### config.mk
export PLATFORM = sky130hd
export DESIGN_NAME = complete_queue_flat
export DESIGN_NICKNAME = d
export VERILOG_FILES = /design/src/rtl/complete_queue.sv /design/src/flat_wrapper.sv
export SDC_FILE = /design/constraint.sdc
export NUM_CORES = 1
export LEC_CHECK = 0
export ABC_AREA = 1
export ABC_CLOCK_PERIOD_IN_PS = 11100
export CORE_MARGIN = 2
export CORE_UTILIZATION = 56
export CTS_CLUSTER_SIZE = 24
export DETAILED_ROUTE_END_ITERATION = 12
export GPL_TIMING_DRIVEN = 0
export MAX_ROUTING_LAYER = met4
export PLACE_DENSITY_LB_ADDON = 0.3
export SYNTH_ARGS = -nofsm -noshare
export SYNTH_HDL_FRONTEND = slang
export SYNTH_SLANG_ARGS = --single-unit
### constraint.sdc
create_clock -name clock -period 11.1 [get_ports clock]
set_input_delay 3.33 -clock clock [delete_from_list [all_inputs] [get_ports clock]]
set_output_delay 3.33 -clock clock [all_outputs]
set_load 0.02 [all_outputs]
### src/rtl/complete_queue.sv
// -----------------------------------------------------------------------------
// complete_queue
//
// Producer end of the `complete` broadcast. Finished results from NUM_FU
// functional units are accepted through a valid/ready handshake, buffered in
// an in-order circular FIFO and broadcast up to WIDTH per cycle from
// registered outputs to the reservation stations, ROB and map table.
// A flush squashes every buffered and in-flight completion.
//
// Handshake: an FU transfers a result in a cycle where fu_valid[i] and
// fu_ready[i] are both high. fu_ready[i] depends only on queue state, flush,
// reset and the valid bits of lower-index FUs, never on fu_valid[i] itself.
// The cdb side has no backpressure: each lane is valid for exactly one cycle
// per completion.
//
// Optional feature macro: COMPLETE_QUEUE_BYPASS_EN
//   defined   -> when the queue is empty and not flushing, up to WIDTH accepted
//                results load the cdb registers directly (1-cycle latency).
//   undefined -> every result goes through the FIFO (2-cycle latency).
//
// Ports:
//   clock         rising-edge clock
//   reset         asynchronous active-high reset
//   flush         squash all buffered / in-flight completions
//   fu_valid      [NUM_FU]  FU presents a result
//   fu_ready      [NUM_FU]  queue accepts that FU's result this cycle
//   fu_dst        [NUM_FU]  destination physical register
//   fu_rob_idx    [NUM_FU]  ROB index
//   fu_exc_valid  [NUM_FU]  result raised an exception
//   fu_exc        [NUM_FU]  exception cause
//   cdb           complete.cq modport: valid, dst, rob_idx, exc_valid, exc
// -----------------------------------------------------------------------------

package complete_pkg;
    typedef logic [5:0] phy_reg_t;
    typedef logic [4:0] rob_idx_t;
    typedef logic [3:0] exc_t;
endpackage

// Completion broadcast bundle, WIDTH lanes.
interface complete
    import complete_pkg::*;
#(
    parameter int WIDTH = 3
);
    logic [WIDTH-1:0] valid;
    phy_reg_t         dst       [WIDTH];
    rob_idx_t         rob_idx   [WIDTH];
    logic [WIDTH-1:0] exc_valid;
    exc_t             exc       [WIDTH];

    modport cq (output valid, dst, rob_idx, exc_valid, exc);
    modport rs (input  valid, dst, rob_idx, exc_valid, exc);
endinterface

module complete_queue
    import complete_pkg::*;
#(
    parameter int WIDTH  = 3,
    parameter int NUM_FU = 4,
    parameter int DEPTH  = 8
) (
    input  logic              clock,
    input  logic              reset,
    input  logic              flush,
    input  logic [NUM_FU-1:0] fu_valid,
    output logic [NUM_FU-1:0] fu_ready,
    input  phy_reg_t          fu_dst       [NUM_FU],
    input  rob_idx_t          fu_rob_idx   [NUM_FU],
    input  logic [NUM_FU-1:0] fu_exc_valid,
    input  exc_t              fu_exc       [NUM_FU],
    complete.cq               cdb
);

    localparam int PW = (DEPTH > 1) ? $clog2(DEPTH) : 1;
    localparam int CW = $clog2(DEPTH + 1);

    typedef logic [PW-1:0] ptr_t;
    typedef logic [CW-1:0] cnt_t;

    // FIFO storage (no reset needed: only entries between head and tail are read)
    phy_reg_t ent_dst  [DEPTH];
    rob_idx_t ent_rob  [DEPTH];
    logic     ent_excv [DEPTH];
    exc_t     ent_exc  [DEPTH];

    ptr_t head;
    ptr_t tail;
    cnt_t count;

    // Registered broadcast outputs
    logic [WIDTH-1:0] valid_r;
    phy_reg_t         dst_r  [WIDTH];
    rob_idx_t         rob_r  [WIDTH];
    logic [WIDTH-1:0] excv_r;
    exc_t             exc_r  [WIDTH];

    // Per-cycle control
    cnt_t              free;
    cnt_t              rank   [NUM_FU];
    logic [NUM_FU-1:0] accept;
    cnt_t              acc_n;
    cnt_t              pop_n;
    cnt_t              byp_n;
    cnt_t              push_n;

    // Next-lane values
    logic [WIDTH-1:0] lane_ld;
    phy_reg_t         lane_dst  [WIDTH];
    rob_idx_t         lane_rob  [WIDTH];
    logic [WIDTH-1:0] lane_excv;
    exc_t             lane_exc  [WIDTH];

    assign free = cnt_t'(DEPTH) - count;

    // rank[i] = number of lower-index FUs presenting a result. Because ready is
    // "free > rank", the accepted FUs always form a prefix of the valid ones, so
    // rank[i] is also the accepted FU's slot offset from tail.
    always_comb begin
        cnt_t seen;
        seen  = '0;
        acc_n = '0;
        for (int i = 0; i < NUM_FU; i++) begin
            rank[i]     = seen;
            fu_ready[i] = !reset && !flush && (free > seen);
            accept[i]   = fu_valid[i] && fu_ready[i];
            if (fu_valid[i]) seen = seen + cnt_t'(1);
            if (accept[i]) acc_n = acc_n + cnt_t'(1);
        end
    end

    assign pop_n = (count > cnt_t'(WIDTH)) ? cnt_t'(WIDTH) : count;

`ifdef COMPLETE_QUEUE_BYPASS_EN
    // Bypass only when the FIFO is empty, so pop_n is zero and lanes are free.
    assign byp_n = (count == '0 && !flush)
                   ? ((acc_n > cnt_t'(WIDTH)) ? cnt_t'(WIDTH) : acc_n)
                   : '0;
`else
    assign byp_n = '0;
`endif

    assign push_n = acc_n - byp_n;

    always_comb begin
        for (int k = 0; k < WIDTH; k++) begin
            lane_ld[k]   = 1'b0;
            lane_dst[k]  = dst_r[k];
            lane_rob[k]  = rob_r[k];
            lane_excv[k] = excv_r[k];
            lane_exc[k]  = exc_r[k];
            if (cnt_t'(k) < pop_n) begin
                lane_ld[k]   = 1'b1;
                lane_dst[k]  = ent_dst[head + ptr_t'(k)];
                lane_rob[k]  = ent_rob[head + ptr_t'(k)];
                lane_excv[k] = ent_excv[head + ptr_t'(k)];
                lane_exc[k]  = ent_exc[head + ptr_t'(k)];
            end
            for (int i = 0; i < NUM_FU; i++) begin
                if (accept[i] && rank[i] == cnt_t'(k) && rank[i] < byp_n) begin
                    lane_ld[k]   = 1'b1;
                    lane_dst[k]  = fu_dst[i];
                    lane_rob[k]  = fu_rob_idx[i];
                    lane_excv[k] = fu_exc_valid[i];
                    lane_exc[k]  = fu_exc[i];
                end
            end
        end
    end

    // Pointers, occupancy and broadcast registers
    always_ff @(posedge clock or posedge reset) begin
        if (reset) begin
            head    <= '0;
            tail    <= '0;
            count   <= '0;
            valid_r <= '0;
            excv_r  <= '0;
            for (int k = 0; k < WIDTH; k++) begin
                dst_r[k] <= '0;
                rob_r[k] <= '0;
                exc_r[k] <= '0;
            end
        end else if (flush) begin
            // Squash: whatever was popped this cycle is dropped; payload fields hold.
            head    <= '0;
            tail    <= '0;
            count   <= '0;
            valid_r <= '0;
        end else begin
            head    <= head + ptr_t'(pop_n);
            tail    <= tail + ptr_t'(push_n);
            count   <= count + push_n - pop_n;
            valid_r <= lane_ld;
            for (int k = 0; k < WIDTH; k++) begin
                if (lane_ld[k]) begin
                    dst_r[k]  <= lane_dst[k];
                    rob_r[k]  <= lane_rob[k];
                    excv_r[k] <= lane_excv[k];
                    exc_r[k]  <= lane_exc[k];
                end
            end
        end
    end

    // FIFO writes; accept is already low under reset and flush.
    always_ff @(posedge clock) begin
        for (int i = 0; i < NUM_FU; i++) begin
            if (accept[i] && rank[i] >= byp_n) begin
                ent_dst[tail + ptr_t'(rank[i] - byp_n)]  <= fu_dst[i];
                ent_rob[tail + ptr_t'(rank[i] - byp_n)]  <= fu_rob_idx[i];
                ent_excv[tail + ptr_t'(rank[i] - byp_n)] <= fu_exc_valid[i];
                ent_exc[tail + ptr_t'(rank[i] - byp_n)]  <= fu_exc[i];
            end
        end
    end

    assign cdb.valid     = valid_r;
    assign cdb.dst       = dst_r;
    assign cdb.rob_idx   = rob_r;
    assign cdb.exc_valid = excv_r;
    assign cdb.exc       = exc_r;

endmodule

### src/flat_wrapper.sv
// flat-port wrapper written by rule: the top's interface ports become plain ports
module complete_queue_flat import complete_pkg::*;
#(
    parameter int WIDTH  = 3,
    parameter int NUM_FU = 4,
    parameter int DEPTH  = 8
)
  (clock, reset, flush, fu_valid, fu_ready, fu_dst, fu_rob_idx, fu_exc_valid, fu_exc, cdb_valid, cdb_dst, cdb_rob_idx, cdb_exc_valid, cdb_exc);
  complete #(.WIDTH(WIDTH)) cdb_i ();
  input  logic clock;
  input  logic reset;
  input  logic flush;
  input  logic [NUM_FU-1:0] fu_valid;
  output logic [NUM_FU-1:0] fu_ready;
  input  phy_reg_t fu_dst[NUM_FU];
  input  rob_idx_t fu_rob_idx[NUM_FU];
  input  logic [NUM_FU-1:0] fu_exc_valid;
  input  exc_t fu_exc[NUM_FU];
  output wire logic [$bits(cdb_i.valid)-1:0] cdb_valid;
  output wire logic [$bits(cdb_i.dst)-1:0] cdb_dst;
  output wire logic [$bits(cdb_i.rob_idx)-1:0] cdb_rob_idx;
  output wire logic [$bits(cdb_i.exc_valid)-1:0] cdb_exc_valid;
  output wire logic [$bits(cdb_i.exc)-1:0] cdb_exc;
  assign cdb_valid = cdb_i.valid;
  assign cdb_dst = {>>{cdb_i.dst}};
  assign cdb_rob_idx = {>>{cdb_i.rob_idx}};
  assign cdb_exc_valid = cdb_i.exc_valid;
  assign cdb_exc = {>>{cdb_i.exc}};
  complete_queue #(.WIDTH(WIDTH), .NUM_FU(NUM_FU), .DEPTH(DEPTH)) u_core (.clock(clock), .reset(reset), .flush(flush), .fu_valid(fu_valid), .fu_ready(fu_ready), .fu_dst(fu_dst), .fu_rob_idx(fu_rob_idx), .fu_exc_valid(fu_exc_valid), .fu_exc(fu_exc), .cdb(cdb_i));
endmodule
==> results.json <==
{
  "htreeDepth": 4,
  "cpMostUsedCell": "nand2_1",
  "viasPerCell": 6.270,
  "seq_power_share_pct": 27.5,
  "combPwrFrac_pct": 55.7,
  "finalSetupViolCount": 0,
  "grt_pass1_vias": 14700,
  "ys_warn_count": 0,
  "cts_tree": "yes",
  "start_util_pct": 57.06,
  "arrival_ns": 6.22,
  "stdcell_count": 2580,
  "grt_max_degree": 41,
  "place_area_mm2": 0.01568,
  "die-area_mm2": 0.02703,
  "critPathCaptureType": "primary output",
  "synth-edff-count": 128,
  "core_area_mm2": 0.02525,
  "ant_nets": 0,
  "rsz0062_at_grt": "false",
  "nNetsFinal": 2337,
  "synth_area_mm2": 0.01441,
  "crit_fanout": 10,
  "p_sw_w": 0.001906,
  "ys_seq_area_share_pct": 37.27,
  "diodes": 0,
  "grt_overflow": 0,
  "path_cells": "clkdlybuf4s50_1 > clkbuf_1 > o21ai_0 > ha_1 > nand2_1 > nand2_1 > nand2_1 > nand2_1 > nand2_1 > a21boi_0 > clkdlybuf4s50_1",
  "path_buf_inv": 3,
  "finalInstanceArea_mm2": 0.01630,
  "holdCritPathClass": "reg2reg",
  "io-pin-count": 126,
  "synth_flop_cell": "edfxtp_1",
  "required_ns": 7.77,
  "path_delay_family": "buffers and inverters",
  "place_congestion": 1.126,
  "fmax_mhz": 104.8,
  "drc": 0,
  "die_w_um": 164.4,
  "crit_path_start_kind": "input port",
  "syn_avg_cell_area_um2": 6.755,
  "syn-num-nets": 2233,
  "period_minus_slack_ns": 9.546,
  "wire_per_inst_um": 23.55,
  "die_y_um": 164.4,
  "cts_setup_buffers": 0,
  "grt_usage_pct": 46.72,
  "cts_buffers": 17,
  "port-buffer-count": 84,
  "peakVddDrop_mv": 0.1698,
  "cts.repair.resized": 0,
  "path_clk_slew_ns": 0.07,
  "p_int_w": 0.001964,
  "vias": 16180,
  "drv_slew": 0,
  "synthCells": 2133,
  "clk_latency_ns": 0.46,
  "crit_slowest_cell": "clkdlybuf4s50_1",
  "area_growth_pct": 13.15,
  "grt_pass1_wl_um": 89860,
  "final_layout_size_suffix_gt1_share_pct": 6.844,
  "drt_wl_total_um": 60760,
  "ys_seq_elements": 189,
  "ys_types": 46,
  "finalPower_w": 0.003871,
  "period_share_pct": 86.00,
  "p_clk_share_pct": 16.8,
  "cts_sinks": 189,
  "ctsHoldBuffers": 0,
  "worst_path_largest_cell_delay_ns": 0.64,
  "p_per_area_mw_per_mm2": 237.4,
  "p_leak_nw": 7.235,
  "num_rows": 58,
  "placed_cells": 2548,
  "dp_hpwl_um": 47450,
  "status": "finished clean",
  "cts_root_buf": "clkbuf_16",
  "slew_headroom_pct": 30.87,
  "swShare_pct": 49.25,
  "tightest_slew_ns": 1.033,
  "first_iter_violations": 2954,
  "hold_viol": 0,
  "async_flop_share_pct": 32.28,
  "cap_violations": 0,
  "cts_buffer_depth": 2,
  "critPathKind": "in2out",
  "grt_antenna_before_repair": 0,
  "fin_skew_ns": 0.01688,
  "firstDrtPassIters": 7,
  "tns_ns": 0
}
-- kinds of logic after synthesis --
logic type / Yosys count / synth area share (%)
AO/OA/AOI/OAI: 381 / 14.87
XOR/XNOR: 10 / 0.6599
adder cells (fa/ha/maj): 29 / 2.883
buffers and inverters: 308 / 9.031
flip-flops: 189 / 37.27
multiplexers: 7 / 0.4863
other: 1 / 0.02603
AND/OR/NAND/NOR: 1208 / 34.78
-- sequential cells by signal, indices dropped and copies added, names as in the netlist --
register	flops
u_core.count	4
u_core.ent_excv	8
u_core.head	3
u_core.tail	3
u_core.cdb.rob_idx	15
u_core.ent_exc	32
u_core.ent_dst	48
u_core.cdb.valid	3
u_core.cdb.exc_valid	3
u_core.cdb.exc	12
u_core.cdb.dst	18
u_core.ent_rob	40
-- cell type report --
type	instances	area (um^2)
multi-input cells	1636	7737
repair buffers	85	860.8
well taps	330	412.9
fillers	2182	8951
clock buffers	17	425.4
flip-flops and latches	189	5370
inverters	147	551.8
plain buffers	161	749.5
clock inverters	15	195.2
-- path summary, 6_finish.rpt --
path	depth (start not counted)	slack (ns)	from	end
worst max-delay path	11	1.55	fu_valid[2]	fu_ready[3]
worst min-delay path	2	0.49	u_core.cdb.rob_idx[3]	u_core.cdb.rob_idx[3]
worst max register to register	23	6.42	u_core.count[0]	u_core.count[3]
worst min register to register	2	0.49	u_core.cdb.rob_idx[3]	u_core.cdb.rob_idx[3]
max in group asynchronous	3	7.18	reset	u_core.cdb.dst[0]
min in group asynchronous	2	3.31	reset	u_core.count[2]
-- metal layers --
metal / routed length, um / share of wire, % / vias up / global-route usage, %
li1: - / - / 7220 / -
met3: 8839 / 15 / 261 / 12.41
met2: 25800 / 42 / 1503 / 68.16
met1: 22450 / 37 / 7192 / 59.75
met4: 3680 / 6.1 / 0 / 24.35
met5: 0 / 0 / - / -
-- synth_stat cells (5+ instances only) --
master	number	area share, %
ha_1	22	1.9
o21ai_1	17	0.59
clkbuf_2	6	0.21
nor2_1	294	7.7
a21oi_1	74	2.6
buf_2	62	2.2
nand4_1	19	0.82
inv_1	140	3.6
o211ai_1	32	1.7
a221oi_1	13	0.79
o22ai_1	6	0.26
edfxtp_1	128	27
mux2i_1	7	0.49
dfrtp_1	61	11
buf_6	6	0.47
nand2_1	684	18
clkbuf_1	68	1.8
o21ai_2	10	0.61
fa_1	7	0.97
xor2_1	5	0.30
o21ai_0	211	7.3
nor3_4	7	0.79
nand3_1	182	6.3
buf_1	15	0.39
a41oi_1	11	0.67
-- worst reg2reg max path: cells and delay by family (launching register included) --
family,cells,cell delay [ns]
simple gates,9,1.20
compound gates,3,0.70
fa+ha+maj,4,1.44
xor+xnor,1,0.18
flops,1,0.38
buf+inv,6,0.63
-- stage by stage --
| step | hold slack (ns) | worst slack [ns] | utilization (%) |
|---|---|---|---|
| detailed placement | 0.4818 | 1.598 | 62.10 |
| CTS | 0.5005 | 1.592 | 64.56 |
| global placement | 0.4644 | 1.809 | 62.02 |
| floorplan | 0.5823 | 2.890 | - |
| global route | 0.5146 | 1.341 | 64.56 |
| finish | 0.4896 | 1.554 | 64.56 |
-- cells in the final DEF, fill, tap and decap left out, types with 61 or more instances in the layout --
master,Yosys,routed
inv_1,140,139
clkbuf_1,68,68
nor2_1,294,294
o21ai_0,211,211
a21oi_1,74,74
buf_2,62,62
edfxtp_1,128,128
nand3_1,182,182
dfrtp_1,61,61
nand2_1,684,684
clkdlybuf4s50_1,0,84
-- power groups by stage --
stage	registers (W)	clock network, W	logic [W]
final	0.00106	0.000651	0.00216
after global routing	0.00108	0.000672	0.00230
after CTS	0.00106	0.000642	0.00206
after detailed placement	0.00107	0	0.00205
after global placement	0.00107	0	0.00200
after floorplan	0.00115	0	0.00118
No activity file was read; power rests on OpenSTA's default activity.
